### config.mk
export PLATFORM = sky130hd
export DESIGN_NAME = dmem_port_arbiter
export DESIGN_NICKNAME = d
export VERILOG_FILES = /design/src/rtl/dmem_arb_pkg.sv /design/src/rtl/dmem_arb_wait_counter.sv /design/src/rtl/dmem_port_arbiter.sv
export SDC_FILE = /design/constraint.sdc
export NUM_CORES = 1
export LEC_CHECK = 0
export ABC_CLOCK_PERIOD_IN_PS = 4200
export CORE_AREA = 8 8 117 119
export DETAILED_ROUTE_END_ITERATION = 8
export DIE_AREA = 0 0 125 127
export GPL_TIMING_DRIVEN = 0
export PLACE_DENSITY = 0.73
export SYNTH_ARGS = -nofsm -noshare
export SYNTH_HDL_FRONTEND = slang
export SYNTH_SLANG_ARGS = --single-unit
### constraint.sdc
create_clock -name clk -period 4.2 [get_ports clk]
set_clock_uncertainty 0.2 [all_clocks]
set_input_delay 0.84 -clock clk [delete_from_list [all_inputs] [get_ports clk]]
set_output_delay 0.84 -clock clk [all_outputs]
set_load 0.05 [all_outputs]
### src/rtl/dmem_arb_pkg.sv
// Shared types and helpers for the data-memory port arbiter.
// Owner encoding, byte-enable patterns and the alignment check.
package dmem_arb_pkg;

    typedef enum logic {
        OWN_CPU = 1'b0,
        OWN_DMA = 1'b1
    } owner_t;

    localparam logic [3:0] BE_WORD    = 4'b1111;
    localparam logic [3:0] BE_HALF_LO = 4'b0011;
    localparam logic [3:0] BE_HALF_HI = 4'b1100;
    localparam logic [3:0] BE_BYTE0   = 4'b0001;

    // Only word and halfword patterns carry alignment constraints; byte lanes never fault.
    function automatic logic is_misaligned(input logic [1:0] addr, input logic [3:0] be);
        logic mis;
        mis = 1'b0;
        case (be)
            BE_WORD:                mis = (addr != 2'b00);
            BE_HALF_LO, BE_HALF_HI: mis = addr[0];
            BE_BYTE0:               mis = 1'b0;
            default:                mis = 1'b0;
        endcase
        return mis;
    endfunction

endpackage

### src/rtl/dmem_arb_wait_counter.sv
// Saturating count of consecutive denied DMA cycles; force_dma asserts
// once the bound is reached so DMA wins the next arbitration.
module dmem_arb_wait_counter #(
    parameter int unsigned MAX_WAIT = 4
) (
    input  logic clk,
    input  logic rst,
    input  logic dma_req,
    input  logic dma_gnt,
    output logic force_dma
);

    logic [3:0] wait_cnt;

    assign force_dma = (wait_cnt == 4'(MAX_WAIT));

    always_ff @(posedge clk or negedge rst) begin
        if (!rst) begin
            wait_cnt <= '0;
        end else if (!dma_req || dma_gnt) begin
            wait_cnt <= '0;
        end else if (!force_dma) begin
            wait_cnt <= wait_cnt + 4'd1;
        end
    end

endmodule

### src/rtl/dmem_port_arbiter.sv
// Shares the single data-memory port between the CPU MEM stage and a
// DMA/debug loader: CPU priority with a bounded wait for DMA.
module dmem_port_arbiter
    import dmem_arb_pkg::*;
#(
    parameter int unsigned ADDR_W   = 32,
    parameter int unsigned MAX_WAIT = 4
) (
    input  logic              clk,
    input  logic              rst,
    input  logic              cpu_req,
    input  logic              cpu_we,
    input  logic [ADDR_W-1:0] cpu_addr,
    input  logic [3:0]        cpu_be,
    input  logic [31:0]       cpu_wdata,
    input  logic              dma_req,
    input  logic              dma_we,
    input  logic [ADDR_W-1:0] dma_addr,
    input  logic [3:0]        dma_be,
    input  logic [31:0]       dma_wdata,
    output logic              cpu_gnt,
    output logic              dma_gnt,
    output logic              cpu_rvalid,
    output logic              dma_rvalid,
    output logic [31:0]       cpu_rdata,
    output logic [31:0]       dma_rdata,
    output logic              cpu_err,
    output logic              dma_err,
    output logic              mem_en,
    output logic              mem_we,
    output logic [ADDR_W-1:0] mem_addr,
    output logic [3:0]        mem_be,
    output logic [31:0]       mem_wdata,
    input  logic [31:0]       mem_rdata,
    output logic              stall_cpu
);

    logic              force_dma;
    logic              gnt_any;
    logic              mis;
    logic              sel_we;
    logic [ADDR_W-1:0] sel_addr;
    logic [3:0]        sel_be;
    logic [31:0]       sel_wdata;
    owner_t            rsp_owner;
    logic              rsp_pend;
    logic              rsp_err;

    dmem_arb_wait_counter #(
        .MAX_WAIT (MAX_WAIT)
    ) u_wait (
        .clk       (clk),
        .rst       (rst),
        .dma_req   (dma_req),
        .dma_gnt   (dma_gnt),
        .force_dma (force_dma)
    );

    // Grants are qualified by rst so every output reads 0 while in reset.
    assign dma_gnt   = rst & dma_req & (~cpu_req | force_dma);
    assign cpu_gnt   = rst & cpu_req & ~dma_gnt;
    assign gnt_any   = cpu_gnt | dma_gnt;
    assign stall_cpu = rst & cpu_req & ~cpu_gnt;

    always_comb begin
        sel_we    = cpu_we;
        sel_addr  = cpu_addr;
        sel_be    = cpu_be;
        sel_wdata = cpu_wdata;
        if (dma_gnt) begin
            sel_we    = dma_we;
            sel_addr  = dma_addr;
            sel_be    = dma_be;
            sel_wdata = dma_wdata;
        end
    end

    assign mis       = is_misaligned(sel_addr[1:0], sel_be);
    assign mem_en    = gnt_any & ~mis;
    assign mem_we    = mem_en & sel_we;
    assign mem_addr  = mem_en ? sel_addr  : '0;
    assign mem_be    = mem_en ? sel_be    : '0;
    assign mem_wdata = mem_en ? sel_wdata : '0;

    always_ff @(posedge clk or negedge rst) begin
        if (!rst) begin
            rsp_pend  <= 1'b0;
            rsp_err   <= 1'b0;
            rsp_owner <= OWN_CPU;
        end else begin
            rsp_pend <= gnt_any & (~sel_we | mis);
            rsp_err  <= gnt_any & mis;
            if (gnt_any) begin
                rsp_owner <= dma_gnt ? OWN_DMA : OWN_CPU;
            end
        end
    end

    assign cpu_rvalid = rsp_pend & (rsp_owner == OWN_CPU);
    assign dma_rvalid = rsp_pend & (rsp_owner == OWN_DMA);
    assign cpu_err    = cpu_rvalid & rsp_err;
    assign dma_err    = dma_rvalid & rsp_err;
    assign cpu_rdata  = (cpu_rvalid & ~rsp_err) ? mem_rdata : '0;
    assign dma_rdata  = (dma_rvalid & ~rsp_err) ? mem_rdata : '0;

endmodule
# After elaboration in Yosys (flattened, before gate mapping)
# Index checks and enable logic that the tools add are counted.
[totals] elab_cells=52 ff_bits=7 out_inout_bits=141 inputBits=174
[op_classes] reduce_logical=4 bitwise_logic=25 n_mux=13 addsub=1 eq_ne=5
[ops] operator="2-to-1 mux 32 bit" n=6
[ops] operator="2-to-1 mux 4 bit" n=4
[ops] operator="AND 1 bit" n=15
[ops] operator="== test 4 bit (second input constant)" n=2
[ops] operator="NOT 1 bit" n=7
[ops] operator="adder 4 x 1 -> 4 bit (second input constant)" n=1
[ops] operator="== test 4 x 2 -> 1 bit (second input constant)" n=1
[ops] operator="== test 4 x 3 -> 1 bit (second input constant)" n=1
[ops] operator="OR 1 bit" n=3
[ops] operator="2-to-1 mux 1 bit" n=2
[ops] operator="inequality test 2 x 1 -> 1 bit (second input constant)" n=1
[ops] operator="case mux 1 bit (2 select lines)" n=1
[ops] operator="nonzero test 2 bit" n=1
[ops] operator="OR reduction 2 bit" n=1
[ops] operator="zero test 1 bit" n=1
[ops] operator="logical OR 1 bit" n=1

# Longest topological paths before layout
# Gate-level depths: netlist (run 1).
[logic_depth] word_depth=10 depth_mapped=8 ltp_nobuf=7

# By module
# Synthesis (run 1) repeated with hierarchy kept, for this count alone.
[unflattened] cells_unflattened=286 area_unflattened_um2=2069.5
[by_module_without_submodules] module="dmem_port_arbiter" seq_area_each_um2=75.1 area_each_um2=1833.0 cells_each=264 instances=1
[by_module_without_submodules] module="dmem_arb_wait_counter" seq_area_each_um2=100.1 area_each_um2=236.5 cells_each=22 instances=1

# Worst setup path after synthesis (run 1)
# OpenSTA, ideal clock, no wires.
[synth_timing] kind="input port to output port" start="input rst" end="output mem_wdata[23]" arrival_time_ns=2.683 required_ns=3.160 setup_slack_ns=0.477 path_stages=6 path_buffers=1 path_cell_list="nand2_1 -> a21o_1 -> inv_2 -> clkbuf_1 -> nand2_1 -> o22ai_1"
[synth_between] elab_chain_cells=9 elab_cells_between_ends=18 cone_classes="3 x eq/ne; 5 x mux; 8 x bitwise; 2 x reduce/logical"
[synth_lines] item="start, declared" line="dmem_port_arbiter.sv:10" source="input logic rst,"
[synth_lines] item="AND 1 bit * (2 in a row)" line="dmem_port_arbiter.sv:60" source="assign dma_gnt = rst & dma_req & (~cpu_req | force_dma);"
[synth_lines] item="net dma_gnt" line="dmem_port_arbiter.sv:22" source="output logic dma_gnt,"
[synth_lines] item="2-to-1 mux 4 bit" line="dmem_port_arbiter.sv:70" source="if (dma_gnt) begin"
[synth_lines] item="== test 4 x 2 -> 1 bit / == test 4 bit (equally long branches)" line="dmem_arb_pkg.sv:19" source="case (be)"
[synth_lines] item="OR reduction 2 bit" line="dmem_arb_pkg.sv:19"
[synth_lines] item="case mux 1 bit (2 select lines)" line="dmem_arb_pkg.sv:19"
[synth_lines] item="NOT 1 bit" line="dmem_port_arbiter.sv:79" source="assign mem_en = gnt_any & ~mis;"
[synth_lines] item="AND 1 bit" line="dmem_port_arbiter.sv:79"
[synth_lines] item="2-to-1 mux 32 bit *" line="dmem_port_arbiter.sv:83" source="assign mem_wdata = mem_en ? sel_wdata : '0;"
[synth_lines] item="end, declared" line="dmem_port_arbiter.sv:33" source="output logic [31:0] mem_wdata,"
# The timed path passes the listed nets; every way through them passes the cells marked *.

# Final worst setup path (run 1)
[layout_timing] start="input dma_be[1]" end="output mem_addr[3]"
[layout_between] elab_chain_cells=7 elab_cells_between_ends=9 cone_classes="3 x eq/ne; 3 x mux; 2 x bitwise; 1 x reduce/logical"
[layout_lines] item="start, declared" line="dmem_port_arbiter.sv:19" source="input logic [3:0] dma_be,"
[layout_lines] item="2-to-1 mux 4 bit *" line="dmem_port_arbiter.sv:70"
[layout_lines] item="== test 4 x 2 -> 1 bit / == test 4 bit (equally long branches)" line="dmem_arb_pkg.sv:19"
[layout_lines] item="OR reduction 2 bit" line="dmem_arb_pkg.sv:19"
[layout_lines] item="case mux 1 bit (2 select lines) *" line="dmem_arb_pkg.sv:19"
[layout_lines] item="NOT 1 bit *" line="dmem_port_arbiter.sv:79"
[layout_lines] item="AND 1 bit *" line="dmem_port_arbiter.sv:79"
[layout_lines] item="2-to-1 mux 32 bit *" line="dmem_port_arbiter.sv:81" source="assign mem_addr = mem_en ? sel_addr : '0;"
[layout_lines] item="end, declared" line="dmem_port_arbiter.sv:31" source="output logic [ADDR_W-1:0] mem_addr,"
# Mark *: on every way between the ends. The rest lies on a longest branch, timed or not.

==> out/summary.md, run 1 <==
### Run status
* finished clean — result of the run

### Clocking
* 1 — maximum level of the CTS H-tree
* 0.23 ns — insertion delay to the later sink of the worst-skew pair
* 0.03 ns — clock slew at reported path FFs
* sky130_fd_sc_hd__clkbuf_16 — root buf cell
* yes — clock tree from TritonCTS
* 3 — Num CTS Buffers
* 7 — number of clock sinks seen by CTS
* 2 — Clock Path Buffers

### Logic synthesis
* 2323 um^2 — Synth Cell Area
* 557 — net count after synthesis
* 0 — count of warnings emitted by yosys
* sky130_fd_sc_hd__dfrtp_1 — most used flip-flop cell after synthesis
* 6.098 um^2 — post-synthesis area per instance
* 100.0% — proportion of synthesized flip-flops having asynchronous set or reset
* 37 — distinct cell type count after synthesis
* 0 — number of flops mapped to enable cells by yosys
* 7.539% — sequential element share of the synthesized area
* 7 — number of storage elements in the synthesis netlist
* 381 — cell count after synthesis

### Place
* 314 — input/output buffers
* 5650 um^2 — total cell area at the placement stage
* 0.8533 — Placer Congestion
* -0.9957 ns — setup slack at placement
* 14080 um — Final HPWL DP
* 842 — total placed cells including tap cells

### STA
* 0 — final setup vio count
* 62.87% — Worst slew margin
* 243.4 MHz — max frequency
* 97.83% — post-route clock period utilization
* 0.5552 ns — slew at the pin closest to its max-slew limit
* 0 — final-report max-slew violation count
* 0.09131 ns — worst path setup slack after routing
* false — setup repair after global routing missed its margin
* 4.109 ns — Final Critical Period
* 0.3298 ns — minimum hold slack
* 0 — Final Hold Fails
* 0 ns — setup TNS

### Worst setup path
* output port — crit end category
* 3.16 ns — Worst EP required
* 2.05 ns — setup slack, reg-to-reg
* 8 — cell depth of the worst flop-to-flop path
* 0.58 ns — Worst path max stage delay
* 10 — worst-path maximum fanout
* in -> out — critical path class
* buffers and inverters — cell family with the largest share of critical-path delay
* 3.07 ns — Arr. time, crit path
* input port — Worst Setup Start Kind
* sky130_fd_sc_hd__clkdlybuf4s50_1 — Crit-path slowest cell
* u_wait.wait_cnt[2] — reg-to-reg critical path endpoint
* clkdlybuf4s50_1 -> and4bb_1 -> o2bb2ai_1 -> or2_1 -> clkbuf_2 -> buf_6 -> o22ai_1 -> dlygate4sd2_1 — cell-by-cell trace of the critical path
* 4 — buffering stage count on the worst path with inverters included
* u_wait.wait_cnt[0] — startpoint of the lowest-slack register-to-register path

### Final layout
* 15.19% — ratio of cells with drive above 1 in the final layout
* 0 — number of antenna repair diodes
* 875 — Total Nets Final
* 47.40% — Core Util, Final
* 141.0% — growth of design area from synthesis to finish
* 5599 um^2 — design area
* 1240 — fill cell count
* 845 — count of placed standard cells in the final layout, fillers left out

### Flow run
* 0 — max cap viols

### Floorplan
* 125 um — Die Span X
* 15880 um^2 — overall die area
* 315 — I/O pin count
* 127 um — vertical die dimension
* 40 — number of rows in the core area
* 11810 um^2 — area of the placeable core
* 19.67% — Initial Utilization

### Global route
* 0 — sum of overflow across all layers after global routing
* 11 — maximum number of pins on one net before global-route repair
* 24210 um — global-route wire length before repair
* 0 — initial antenna violation count
* 18.79% — GRT Util Overall
* 4414 — number of global-route vias before repair

### Power
* 187.4 nW/um^2 — P per Cell Area
* 2.220 nW — LEAKAGE
* 1.049 mW — Design Power
* 0.1025 mV — worst-case vdd ir drop

### Routing
* 4095 — number of vias in the routed layout
* 5 — number of detailed-routing iterations run before antenna repair
* 143 — Initial DRC Count
* 4.846 — vias per std cell
* 16370 um — Total Routed Length
* 0 — antenna viol nets, final
* 0 — total DRC errors in the routed layout
* 19.37 um — wire per inst

### Min path
* 2 — number of cells on the worst hold path
* rsp_owner — endpoint of the worst hold-timing path
* reg -> reg — Hold Path Class
* rsp_owner — hold path start

-- layout by cell type, fill, tap and decap left out, types with 3 or more instances in the layout --
cell                                n
sky130_fd_sc_hd__buf_6              4
sky130_fd_sc_hd__nor2_1             8
sky130_fd_sc_hd__buf_1              5
sky130_fd_sc_hd__and2_1            67
sky130_fd_sc_hd__xor2_1             3
sky130_fd_sc_hd__o21ai_0            3
sky130_fd_sc_hd__nand3_1           73
sky130_fd_sc_hd__clkbuf_1          23
sky130_fd_sc_hd__o22ai_1           48
sky130_fd_sc_hd__nand2_1           74
sky130_fd_sc_hd__inv_1              3
sky130_fd_sc_hd__clkdlybuf4s15_2   20
sky130_fd_sc_hd__nor2b_1            3
sky130_fd_sc_hd__clkbuf_16          3
sky130_fd_sc_hd__clkdlybuf4s18_2   10
sky130_fd_sc_hd__dfrtp_1            7
sky130_fd_sc_hd__buf_2             36
sky130_fd_sc_hd__clkbuf_2           7
sky130_fd_sc_hd__clkdlybuf4s50_1  241
sky130_fd_sc_hd__o22ai_2           20
sky130_fd_sc_hd__dlygate4sd2_1      7
-- sequential cells by signal, indices dropped and copies added (netlist names) --
register / flops
rsp_owner: 1
rsp_pend: 1
rsp_err: 1
u_wait.wait_cnt: 4
-- logic make-up after synthesis --
group,count (synthesis),share of synthesized area (%)
buf+inv,48,9.477
flops,7,7.539
fa+ha+maj,2,1.077
compound gates,84,29.03
xor+xnor,5,1.885
simple gates,235,51.00
-- cell type report --
class | count | area (um^2) | share of cell area, %
Tap cell | 147 | 183.9 | 3.285
Buffer | 43 | 211.5 | 3.777
Timing Repair Buffer | 314 | 2999 | 53.56
Multi-Input combinational cell | 326 | 1936 | 34.57
Clock buffer | 4 | 78.83 | 1.408
Inverter | 4 | 15.01 | 0.2682
Sequential cell | 7 | 175.2 | 3.128
-- how the worst max path moves through the flow --
stage	start	endpoint	slack, ns	cells after the start
floorplan	rst	mem_wdata[23]	0.48	6
global placement	rst	mem_wdata[26]	-1.02	8
detailed placement	rst	mem_wdata[26]	-1.0	8
CTS	cpu_be[0]	mem_wdata[26]	-0.003	8
global route	dma_be[1]	mem_wdata[31]	0.0004	8
finish	dma_be[1]	mem_addr[3]	0.09	8
-- layer usage --
metal | GRT usage (%) | up-vias | share of wire [%]
met5 | 0 | - | 0
met4 | 5.731 | 0 | 2.6
met3 | 5.574 | 30 | 9.3
met2 | 36.66 | 245 | 52
met1 | 18.77 | 1830 | 36
li1 | - | 1990 | -
-- worst min-delay path: cells and delay by family (launching register included) --
family	cells	cell delay [ns]
AND/OR/NAND/NOR	2	0.12
flip-flops	1	0.37
-- synth_stat cells (2+ instances only) --
cell type	count	area, um^2
sky130_fd_sc_hd__o2bb2ai_1	2	17.52
sky130_fd_sc_hd__nor3_1	2	10.01
sky130_fd_sc_hd__clkbuf_1	26	97.59
sky130_fd_sc_hd__xor2_1	3	26.28
sky130_fd_sc_hd__nor3b_1	2	15.01
sky130_fd_sc_hd__nand2_1	74	277.8
sky130_fd_sc_hd__buf_2	7	35.03
sky130_fd_sc_hd__buf_1	5	18.77
sky130_fd_sc_hd__dfrtp_1	7	175.2
sky130_fd_sc_hd__o22ai_1	48	300.3
sky130_fd_sc_hd__a21oi_1	2	10.01
sky130_fd_sc_hd__nand3_1	73	365.4
sky130_fd_sc_hd__a21o_1	2	15.01
sky130_fd_sc_hd__a41o_1	2	20.02
sky130_fd_sc_hd__nor2b_1	3	18.77
sky130_fd_sc_hd__nor2_1	8	30.03
sky130_fd_sc_hd__o22ai_2	20	250.2
sky130_fd_sc_hd__inv_1	3	11.26
sky130_fd_sc_hd__o21ai_0	3	15.01
sky130_fd_sc_hd__buf_6	3	33.78
sky130_fd_sc_hd__ha_1	2	25.02
sky130_fd_sc_hd__buf_4	2	15.01
sky130_fd_sc_hd__and2_1	67	419.2
sky130_fd_sc_hd__xnor2_1	2	17.52
-- report_power, final --
part	switching [mW]	leakage, nW	internal [mW]
clock network	0.0359	0.0382	0.126
logic	0.491	2.09	0.318
registers	0.00489	0.0933	0.0729
total	0.532	2.22	0.518
-- what timing repair did --
item | 4_1_cts | 5_1_grt
pin swaps | 0 | 1
hold buffers | 0 | 0
resized for setup | 195 | 83
setup endpoints to repair | 73 | 57
buffers inserted | 0 | 0
Power figures use the tool's default switching activity.
==> inputs of run 2 (changes only) <==
--- a/config.mk
+++ b/config.mk
@@ -6,11 +6,13 @@
 export NUM_CORES = 1
 export LEC_CHECK = 0
 export ABC_CLOCK_PERIOD_IN_PS = 4200
-export CORE_AREA = 8 8 117 119
+export CORE_AREA = 8 8 115 117
 export DETAILED_ROUTE_END_ITERATION = 8
-export DIE_AREA = 0 0 125 127
+export DIE_AREA = 0 0 123 125
 export GPL_TIMING_DRIVEN = 0
+export HOLD_SLACK_MARGIN = 0.03
 export PLACE_DENSITY = 0.73
 export SYNTH_ARGS = -nofsm -noshare
 export SYNTH_HDL_FRONTEND = slang
+export SYNTH_HIERARCHICAL = 1
 export SYNTH_SLANG_ARGS = --single-unit
==> run 2 against run 1 <==
Synthesized cell count is 25% lower. Die area is 3.1% lower. Utilization hardly changed.
==> out/summary.md, run 2 <==
### Logic synthesis
* 7 — number of storage elements in the synthesis netlist
* 0 — number of flops mapped to enable cells by yosys
* 6 — count of warnings emitted by yosys
* 7.236 um^2 — post-synthesis area per instance
* sky130_fd_sc_hd__mux2i_1 — Yosys top cell by area
* sky130_fd_sc_hd__mux2i_1, sky130_fd_sc_hd__and2_1, sky130_fd_sc_hd__nor3_1 — leading post-synthesis cells by cell area
* 30 — distinct cell type count after synthesis
* sky130_fd_sc_hd__nor3_1, sky130_fd_sc_hd__mux2i_1, sky130_fd_sc_hd__and2_1, sky130_fd_sc_hd__buf_2, sky130_fd_sc_hd__clkbuf_1 — leading cell types by count after synthesis
* 8.464% — sequential element share of the synthesized area
* 462 — net count after synthesis
* sky130_fd_sc_hd__dfrtp_1 — most used flip-flop cell after synthesis
* 2069 um^2 — Synth Cell Area
* 33.37% — fraction of synthesized cell area taken by the top area cell type
* sky130_fd_sc_hd__nor3_1 — most instantiated library cell after synthesis
* 100.0% — proportion of synthesized flip-flops having asynchronous set or reset
* 286 — cell count after synthesis

### STA
* 4.090 ns — Final Critical Period
* 0 — Final Hold Fails
* 41.94% — Worst slew margin
* 0 ns — setup TNS
* 244.5 MHz — max frequency
* 0 — final-report max-slew violation count
* 0.8651 ns — slew at the pin closest to its max-slew limit
* 0.1096 ns — worst path setup slack after routing
* 97.39% — post-route clock period utilization
* 0 — final setup vio count
* 0.2638 ns — minimum hold slack

### Worst setup path
* output port — crit end category
* sky130_fd_sc_hd__clkdlybuf4s50_1 — Crit-path slowest cell
* 3.16 ns — Worst EP required
* 0.53 ns — Worst path max stage delay
* clkdlybuf4s50_1 -> nand2_1 -> or2_1 -> clkbuf_4 -> a32oi_4 -> buf_4 -> buf_2 -> nor3_1 -> clkdlybuf4s15_2 — cell-by-cell trace of the critical path
* in -> out — critical path class
* input port — Worst Setup Start Kind
* 5 — buffering stage count on the worst path with inverters included
* 10 — worst-path maximum fanout
* dma_req — Critical Path Start
* 3.05 ns — Arr. time, crit path
* u_wait/wait_cnt[0] — startpoint of the lowest-slack register-to-register path
* buffers and inverters — cell family with the largest share of critical-path delay

### Final layout
* sky130_fd_sc_hd__clkdlybuf4s50_1, sky130_fd_sc_hd__nor3_1, sky130_fd_sc_hd__mux2i_1, sky130_fd_sc_hd__and2_1, sky130_fd_sc_hd__clkdlybuf4s15_2 — most frequent cells in the layout
* 47.42% — Core Util, Final
* 4 — flip-flop count of the largest register, all copies and words added
* 166.1% — growth of design area from synthesis to finish
* sky130_fd_sc_hd__clkdlybuf4s50_1 — commonest non-fill, non-tap cell in the layout
* u_wait/wait_cnt — largest register by flop count
* 16.14% — ratio of cells with drive above 1 in the final layout
* 784 — Total Nets Final
* 755 — count of placed standard cells in the final layout, fillers left out

### Floorplan
* 123 um — Die Span X
* 40 — number of rows in the core area
* 15380 um^2 — overall die area
* 17.82% — Initial Utilization
* 11610 um^2 — area of the placeable core
* 315 — I/O pin count
* 125 um — vertical die dimension

### Power
* 75.6% — Comb power frac
* 0.4618 mW — Psw
* 16.5% — Clk network pwr share
* 47.32% — switching share of total power
* 7.9% — part of the power in registers
* 177.2 nW/um^2 — P per Cell Area
* 2.490 nW — LEAKAGE
* 0.5141 mW — internal power
* 0.1384 mV — worst-case vdd ir drop

### Global route
* 1 — initial antenna violation count
* 0 — sum of overflow across all layers after global routing
* 20470 um — global-route wire length before repair
* 16.75% — GRT Util Overall
* 11 — maximum number of pins on one net before global-route repair
* 3766 — number of global-route vias before repair

### Flow run
* 0 — max cap viols

### Clocking
* yes — clock tree from TritonCTS
* 1 — maximum level of the CTS H-tree
* 3 — Num CTS Buffers
* 0.23 ns — insertion delay to the later sink of the worst-skew pair
* 2 — Clock Path Buffers
* sky130_fd_sc_hd__clkbuf_16 — root buf cell
* 0.04 ns — clock slew at reported path FFs
* 0 — quantity of hold-fixing buffers added after cts
* 7 — number of clock sinks seen by CTS

### Routing
* 13980 um — Total Routed Length
* 69 — Initial DRC Count
* 4.506 — vias per std cell
* 4 — number of detailed-routing iterations run before antenna repair
* 3402 — number of vias in the routed layout
* 0 — total DRC errors in the routed layout
* 0 — antenna viol nets, final
* 18.52 um — wire per inst

### Place
* 314 — input/output buffers
* 0.9071 — Placer Congestion
* -0.8310 ns — setup slack at placement
* 12500 um — Final HPWL DP
* 747 — total placed cells including tap cells

### Min path
* in -> async — Hold Path Class

### Run status
* finished clean — result of the run

-- run 2: cell types whose count changed in the layout (fill, tap and decap cells not counted), moves of 18 or more --
cell                              previous run  this run
sky130_fd_sc_hd__nand2_1                    74         5
sky130_fd_sc_hd__o22ai_1                    48         0
sky130_fd_sc_hd__mux2i_1                     0        69
sky130_fd_sc_hd__buf_2                      36        18
sky130_fd_sc_hd__o22ai_2                    20         0
sky130_fd_sc_hd__nor3_1                      2        70
sky130_fd_sc_hd__nand3_1                    73         1
sky130_fd_sc_hd__clkdlybuf4s15_2            20        54
-- run 2: cell type report --
class                      instances  area, um^2
antenna                            1       2.502
sequential                         7       175.2
multi-input combinational        247        1759
tap                              147       183.9
clock buffer                       4       78.83
inverter                           3       11.26
fill                            1156        6105
buffer                            29       137.6
timing repair buffer             317        3158
-- run 2: logic make-up (layout without fill, tap and decap cells) --
kind of cell	Yosys count	count (layout)	synth area share [%]
XOR/XNOR	4	4	1.693
multiplexers	69	69	33.37
buffers and inverters	32	353	7.074
flip-flops	7	7	8.464
AND/OR/NAND/NOR	163	163	44.50
adder cells (fa/ha/maj)	2	2	1.209
AO/OA/AOI/OAI	9	9	3.688
other	0	1	0
-- run 2: path summary, 6_finish.rpt --
kind,cells after the start,slack [ns],endpoint
max,9,0.11,mem_addr[9]
max reg2reg,12,1.44,u_wait/wait_cnt[2]
min,1,0.26,rsp_pend
min reg2reg,1,0.32,u_wait/wait_cnt[2]
min in group clk,1,0.32,u_wait/wait_cnt[2]
max in group asynchronous,1,3.34,u_wait/wait_cnt[3]
-- run 2: worst register-to-register path, delay by kind of cell, from the launching register on --
family                   cells  cell delay (ns)
buffers and inverters        5             0.90
AO/OA/AOI/OAI                2             0.33
AND/OR/NAND/NOR              4             0.69
flip-flops                   1             0.36
adder cells (fa/ha/maj)      1             0.22
-- run 2: per-stage QoR --
step                power (mW)  area, um^2
floorplan               0.4812        2069
global placement        0.8232        5396
CTS                     0.9886        5559
detailed placement      0.8325        5396
global route             1.023        5507
finish                  0.9759        5507
-- run 2: repair_timing --
| action | CTS | global route |
|---|---|---|
| resized for setup | 266 | 37 |
| pin swaps | 1 | 0 |
| setup endpoints to repair | 73 | 70 |
| setup buffers | 3 | 0 |
-- run 2: metal layers --
layer,share of wire (%),track usage (%)
met3,12,5.806
met2,53,33.44
met5,0,0
met4,1.6,3.969
met1,33,15.43
-- run 2: power by group through the flow --
stage / clock network [mW] / logic, mW / registers [mW]
after floorplan: 0 / 0.404 / 0.0768
after global placement: 0 / 0.746 / 0.0776
after detailed placement: 0 / 0.755 / 0.0780
after CTS: 0.164 / 0.747 / 0.0771
after global routing: 0.169 / 0.776 / 0.0780
final: 0.161 / 0.738 / 0.0771
==> inputs of run 3 (changes only) <==
--- a/config.mk
+++ b/config.mk
@@ -6,7 +6,9 @@
 export NUM_CORES = 1
 export LEC_CHECK = 0
 export ABC_CLOCK_PERIOD_IN_PS = 4200
+export CAP_MARGIN = 20
 export CORE_AREA = 8 8 115 117
+export CTS_CLUSTER_SIZE = 14
 export DETAILED_ROUTE_END_ITERATION = 8
 export DIE_AREA = 0 0 123 125
 export GPL_TIMING_DRIVEN = 0
==> results of run 3 <==
Final layout, timing and power as in run 2 (identical DEF).
